[src/rtl/video_pattern_gen.sv]
// Test-pattern raster generator: runtime NTSC/PAL vertical timing, pixel clock enable,
// and noise / colour-bar / grid / solid patterns with a per-channel mask.
module video_pattern_gen #(
  parameter int DW        = 8,
  parameter int CE_DIV    = 4,
  parameter int H_ACTIVE  = 320,
  parameter int H_FP      = 16,
  parameter int H_SYNC    = 32,
  parameter int H_BP      = 44,
  parameter int VN_ACTIVE = 240,
  parameter int VN_FP     = 3,
  parameter int VN_SYNC   = 3,
  parameter int VN_BP     = 16,
  parameter int VP_ACTIVE = 288,
  parameter int VP_FP     = 3,
  parameter int VP_SYNC   = 3,
  parameter int VP_BP     = 18
) (
  input  logic            clk,
  input  logic            reset_n,
  input  logic            pal,
  input  logic [1:0]      mode,
  input  logic [1:0]      col,
  input  logic [3*DW-1:0] fill,
  output logic            ce_pix,
  output logic            hblank,
  output logic            vblank,
  output logic            hsync,
  output logic            vsync,
  output logic            frame_start,
  output logic [11:0]     x,
  output logic [9:0]      y,
  output logic [DW-1:0]   r,
  output logic [DW-1:0]   g,
  output logic [DW-1:0]   b
);

  localparam int H_TOTAL  = H_ACTIVE + H_FP + H_SYNC + H_BP;
  localparam int VN_TOTAL = VN_ACTIVE + VN_FP + VN_SYNC + VN_BP;
  localparam int VP_TOTAL = VP_ACTIVE + VP_FP + VP_SYNC + VP_BP;
  localparam int BAR_W    = H_ACTIVE / 8;
  localparam int DIV_W    = (CE_DIV > 2) ? $clog2(CE_DIV) : 1;

  localparam logic [DIV_W-1:0] DIV_LAST = DIV_W'(CE_DIV - 1);
  localparam logic [DIV_W-1:0] DIV_PRE  = DIV_W'(CE_DIV - 2);
  localparam logic [11:0] H_LAST     = 12'(H_TOTAL - 1);
  localparam logic [11:0] H_ACT      = 12'(H_ACTIVE);
  localparam logic [11:0] H_ACT_LAST = 12'(H_ACTIVE - 1);
  localparam logic [11:0] HS_BEG     = 12'(H_ACTIVE + H_FP);
  localparam logic [11:0] HS_END     = 12'(H_ACTIVE + H_FP + H_SYNC);
  localparam logic [11:0] BAR_LAST   = 12'(BAR_W - 1);

  logic [DIV_W-1:0] div;
  logic [11:0]      h;
  logic [9:0]       v;
  logic [11:0]      bar_cnt;
  logic [2:0]       bar_idx;
  logic [15:0]      lfsr;
  logic             pal_q;
  logic [1:0]       mode_q;

  logic [9:0]       v_active;
  logic [9:0]       v_last;
  logic [9:0]       vs_beg;
  logic [9:0]       vs_end;

  logic             tick;
  logic             h_act;
  logic             v_act;
  logic             grid_on;
  logic [15:0]      lfsr_next;
  logic [DW-1:0]    pr;
  logic [DW-1:0]    pg;
  logic [DW-1:0]    pb;

  // Vertical geometry follows the standard latched at the last frame boundary.
  always_comb begin
    if (pal_q) begin
      v_active = 10'(VP_ACTIVE);
      v_last   = 10'(VP_TOTAL - 1);
      vs_beg   = 10'(VP_ACTIVE + VP_FP);
      vs_end   = 10'(VP_ACTIVE + VP_FP + VP_SYNC);
    end else begin
      v_active = 10'(VN_ACTIVE);
      v_last   = 10'(VN_TOTAL - 1);
      vs_beg   = 10'(VN_ACTIVE + VN_FP);
      vs_end   = 10'(VN_ACTIVE + VN_FP + VN_SYNC);
    end
  end

  assign tick      = (div == DIV_LAST);
  assign h_act     = (h < H_ACT);
  assign v_act     = (v < v_active);
  assign lfsr_next = {1'b0, lfsr[15:1]} ^ (lfsr[0] ? 16'hB400 : 16'h0000);
  assign grid_on   = (h[3:0] == 4'd0) || (v[3:0] == 4'd0) ||
                     (h == H_ACT_LAST) || (v == v_active - 10'd1);

  always_comb begin
    pr = '0;
    pg = '0;
    pb = '0;
    case (mode_q)
      2'd0: begin
        pr = lfsr[DW-1:0];
        pg = lfsr[DW-1:0];
        pb = lfsr[DW-1:0];
      end
      2'd1: begin
        pr = {DW{~bar_idx[1]}};
        pg = {DW{~bar_idx[2]}};
        pb = {DW{~bar_idx[0]}};
      end
      2'd2: begin
        pr = {DW{grid_on}};
        pg = {DW{grid_on}};
        pb = {DW{grid_on}};
      end
      default: {pr, pg, pb} = fill;
    endcase
    case (col)
      2'd1:    begin pg = '0; pb = '0; end
      2'd2:    begin pr = '0; pb = '0; end
      2'd3:    begin pr = '0; pg = '0; end
      default: ;
    endcase
    if (!(h_act && v_act)) begin
      pr = '0;
      pg = '0;
      pb = '0;
    end
  end

  // Outputs register the decode of the current (h, v) on each tick, so x/y
  // always name the pixel the colour and sync outputs describe.
  always_ff @(posedge clk or negedge reset_n) begin
    if (!reset_n) begin
      div         <= '0;
      h           <= '0;
      v           <= '0;
      bar_cnt     <= '0;
      bar_idx     <= '0;
      lfsr        <= 16'hACE1;
      pal_q       <= 1'b0;
      mode_q      <= 2'd0;
      ce_pix      <= 1'b0;
      hblank      <= 1'b1;
      vblank      <= 1'b1;
      hsync       <= 1'b0;
      vsync       <= 1'b0;
      frame_start <= 1'b0;
      x           <= '0;
      y           <= '0;
      r           <= '0;
      g           <= '0;
      b           <= '0;
    end else begin
      div         <= tick ? '0 : div + 1'b1;
      ce_pix      <= (div == DIV_PRE);
      frame_start <= 1'b0;
      if (tick) begin
        hblank      <= ~h_act;
        vblank      <= ~v_act;
        hsync       <= (h >= HS_BEG) && (h < HS_END);
        vsync       <= (v >= vs_beg) && (v < vs_end);
        frame_start <= (h == 12'd0) && (v == 10'd0);
        x           <= h;
        y           <= v;
        r           <= pr;
        g           <= pg;
        b           <= pb;
        if (h_act && v_act) begin
          lfsr <= lfsr_next;
        end
        if (h == H_LAST) begin
          h       <= '0;
          bar_cnt <= '0;
          bar_idx <= '0;
          if (v == v_last) begin
            v      <= '0;
            pal_q  <= pal;
            mode_q <= mode;
          end else begin
            v <= v + 10'd1;
          end
        end else begin
          h <= h + 12'd1;
          // Bar index tracks h / BAR_W without a divider.
          if (bar_cnt == BAR_LAST) begin
            bar_cnt <= '0;
            bar_idx <= bar_idx + 3'd1;
          end else begin
            bar_cnt <= bar_cnt + 12'd1;
          end
        end
      end
    end
  end

endmodule

[config.mk]
export PLATFORM = sky130hd
export DESIGN_NAME = video_pattern_gen
export DESIGN_NICKNAME = d
export VERILOG_FILES = /design/src/rtl/video_pattern_gen.sv
export SDC_FILE = /design/constraint.sdc
export NUM_CORES = 1
export LEC_CHECK = 0
export ABC_AREA = 0
export ABC_CLOCK_PERIOD_IN_PS = 4000
export CORE_MARGIN = 2
export CORE_UTILIZATION = 25
export DETAILED_ROUTE_END_ITERATION = 10
export PLACE_DENSITY_LB_ADDON = 0.12
export SLEW_MARGIN = 20
export SYNTH_ARGS = -nofsm -noshare
export SYNTH_HDL_FRONTEND = slang
export SYNTH_SLANG_ARGS = --single-unit
[constraint.sdc]
create_clock -name clk -period 4 [get_ports clk]
set_input_delay 0.4 -clock clk [delete_from_list [all_inputs] [get_ports clk]]
set_output_delay 0.4 -clock clk [all_outputs]
set_load 0.02 [all_outputs]
==> flow_metrics.env <==
export IMPL_ys_seq_area_share_pct=48.9
export IMPL_path_class="register to register"
export IMPL_clkTransAtPathRegs_ns=0.08
export IMPL_avgSynthCellArea_sq_um=10.1
export IMPL_vias_per_cell=4.83
export IMPL_tns_ns=0
export IMPL_synthMuxAreaShare_pct=8.10
export IMPL_synth_xor_area_share_pct=3.41
export IMPL_design_core_area_sq_um=22400
export IMPL_critPathLaunchType="register"
export IMPL_reg2reg_to="b[3]$_DFFE_PN0P_"
export IMPL_dpl_cell_area_sq_um=6740
export IMPL_drive_above_1_share_pct=13.6
export IMPL_post_cts_buffers=0
export IMPL_synth_common_cells="dfrtp_1, nor2_1, mux2_2"
export IMPL_synth_top_family_by_area="simple AND/OR/NAND/NOR gates"
export IMPL_fin_crit_ns=2.61
export IMPL_first_iter_violations=311
export IMPL_dieArea_sq_um=23800
export IMPL_clock_path_buffers=2
export IMPL_rsz0062_at_grt="no"
export IMPL_cp_arrival_ns=2.86
export IMPL_endpoint_kind="register"
export IMPL_post_synth_top_area_cell="dfrtp_1"
export IMPL_std_cell_rows=55
export IMPL_synth_most_common_cell="dfrtp_1"
export IMPL_hold_class="input pin to asynchronous set/reset pin"
export IMPL_yosysTopAreaCellShare_pct=44.2
export IMPL_synth_area_top_cells="dfrtp_1, mux2_2, nor2_1"
export IMPL_h_tree_depth=3
export IMPL_cts_made_buffers=9
export IMPL_async_flop_share_pct=100
export IMPL_ios=83
export IMPL_wirelength_um=15700
export IMPL_ys_warn_count=0
export IMPL_synth_compound_area_share_pct=10.5
export IMPL_cts_resized=0
export IMPL_postCtsHoldBufs=0
export IMPL_routedWlPerCell_um=17.1
export IMPL_gr_usage_all_layers_pct=13.6
export IMPL_synth_simple_area_share_pct=21.1
export IMPL_drc=0
export IMPL_p_leak_uw=0.00298
export IMPL_cts_sinks=110
export IMPL_dpl_hpwl_um=11200
export IMPL_overflow=0
export IMPL_setup_viol=0
export IMPL_antenna_found_initial=0
export IMPL_detail_route_antenna_nets=0
export IMPL_ir_drop_v=0.000163
export IMPL_cp_required_ns=4.25
export IMPL_drv_cap=0
export IMPL_synth_edf_count=0
export IMPL_clk_latency_ns=0.36
export IMPL_synthDistinctLibCells=55
export IMPL_worstMarginPinSlew_ns=0.939
export IMPL_slew_headroom_pct=37.4
export IMPL_die_w_um=154
export IMPL_port_buffers=82
export IMPL_cts_root_buf="clkbuf_16"
export IMPL_nNetsFinal=676
export IMPL_first_global_vias=4395
export IMPL_power_density_nw_per_um2=296
export IMPL_r2r_slack_ns=1.39
export IMPL_max_freq_ghz=0.383
export IMPL_period_share_pct=65.2
export IMPL_skew_ns=0.0132
export IMPL_stdcell_area_sq_um=7040
export IMPL_synth_ff_type="dfrtp_1"
export IMPL_antenna_cells=0
export IMPL_reg2reg_from="pal_q$_DFFE_PN0P_"
export IMPL_area_delta_synth_final_pct=24.4
export IMPL_grt_pass1_wl_um=25300
export IMPL_vias=4436
export IMPL_cts_tree="yes"
export IMPL_syn_nets=609
export IMPL_fill_cells=2344
export IMPL_syn_area_sq_um=5660
export IMPL_dr_pass1_iters=5
export IMPL_finalHoldViolations=0
export IMPL_worstPathMaxFanout=11
export IMPL_ys_seq_elements=110
export IMPL_grt_max_degree=76
export IMPL_slew_viol_final=0
export IMPL_synthAdderAreaFrac_pct=3.54
export IMPL_outcome="finished clean"
export IMPL_worstRegToRegCells=7
export IMPL_synthCells=562
export IMPL_gp_congestion=0.828
export IMPL_initial_core_util_pct=25.2
export IMPL_die_y_um=154
## worst max-delay path, cell delays in order, from the launching register on
cell and delay (ns):
dfrtp_1 0.48, inv_1 0.11, ha_1 0.35, a211oi_1 0.24
nand2_1 0.16, nor3_4 0.46, nand2_1 0.34, o32ai_1 0.37
## cells in the final DEF (no fill, tap or decap), types with 3 or more instances in the layout
cell type / count
a21oi_1: 7
and2_1: 6
and3_1: 6
and4_1: 5
buf_4: 7
clkbuf_16: 9
clkbuf_8: 4
clkdlybuf4s50_1: 81
dfrtp_1: 100
dfstp_2: 10
ha_1: 15
inv_1: 29
mux2_2: 38
mux2i_1: 3
nand2_1: 37
nand2b_1: 16
nand3_1: 25
nand4_1: 8
nand4_2: 4
nor2_1: 81
nor2b_1: 4
nor3_1: 7
nor4b_1: 3
o21ai_0: 15
o22ai_1: 29
o31ai_1: 21
o32ai_1: 8
xnor2_1: 14
xor2_1: 8
## registers in the layout (all words and copies together), names as in the netlist
name	flops
b	8
bar_cnt	12
bar_idx	3
ce_pix	1
div	2
frame_start	1
g	8
h	12
hblank	1
hsync	1
lfsr	16
mode_q	2
pal_q	1
r	8
v	10
vblank	1
vsync	1
x	12
y	10
## cells by family after synthesis
family | after synthesis
buffers and inverters | 61
flip-flops | 110
AO/OA/AOI/OAI | 90
multiplexers | 41
adder cells (fa/ha/maj) | 16
XOR/XNOR | 22
AND/OR/NAND/NOR | 222
## final cells by class
class / instances / area (sq um) / area share (%)
Sequential cell: 110 / 2770 / 39.3
Clock inverter: 2 / 15.0 / 0.213
Timing Repair Buffer: 88 / 863 / 12.3
Tap cell: 285 / 357 / 5.07
Multi-Input combinational cell: 391 / 2640 / 37.6
Inverter: 29 / 109 / 1.55
Clock buffer: 14 / 284 / 4.04
## power breakdown
part | total (uW) | internal, uW | switching [uW]
logic | 62.2 | 28.3 | 34.0
registers | 1110 | 1110 | 0
clock network | 911 | 492 | 419
## per-layer routing
metal,share of wire [%],global-route usage (%)
met1,48,18.8
met2,46,21.2
met3,3.4,2.44
met4,2.3,4.89
met5,0,0
## how the worst max path moves through the flow
| stage | from | to | slack, ns | cells after the start |
|---|---|---|---|---|
| floorplan | v[4]$_DFFE_PN0P_ | mode_q[0]$_DFFE_PN0P_ | 1.67 | 7 |
| CTS | pal_q$_DFFE_PN0P_ | b[0]$_DFFE_PN0P_ | 1.36 | 7 |
| global route | pal_q$_DFFE_PN0P_ | b[0]$_DFFE_PN0P_ | 1.15 | 7 |
| detailed placement | pal_q$_DFFE_PN0P_ | b[0]$_DFFE_PN0P_ | 1.39 | 7 |
| finish | pal_q$_DFFE_PN0P_ | b[3]$_DFFE_PN0P_ | 1.39 | 7 |
| global placement | pal_q$_DFFE_PN0P_ | lfsr[14]$_DFFE_PN0P_ | 1.48 | 7 |
## per-stage QoR
| step | power [uW] | std cells | hold WS [ns] | setup WS, ns | util [%] |
|---|---|---|---|---|---|
| 6_report | 2090 | 919 | 0.0208 | 1.39 | 31.4 |
| 3_3_place_gp | 1200 | 903 | 0.421 | 1.48 | 30.0 |
| 3_5_place_dp | 1200 | 903 | 0.426 | 1.39 | 30.0 |
| 2_1_floorplan | 1140 | 562 | 0.104 | 1.67 | - |
| 5_1_grt | 2170 | 919 | 0.0591 | 1.15 | 31.4 |
| 4_1_cts | 2120 | 919 | 0.0437 | 1.36 | 31.4 |
No activity file was read; power rests on OpenSTA's default activity.
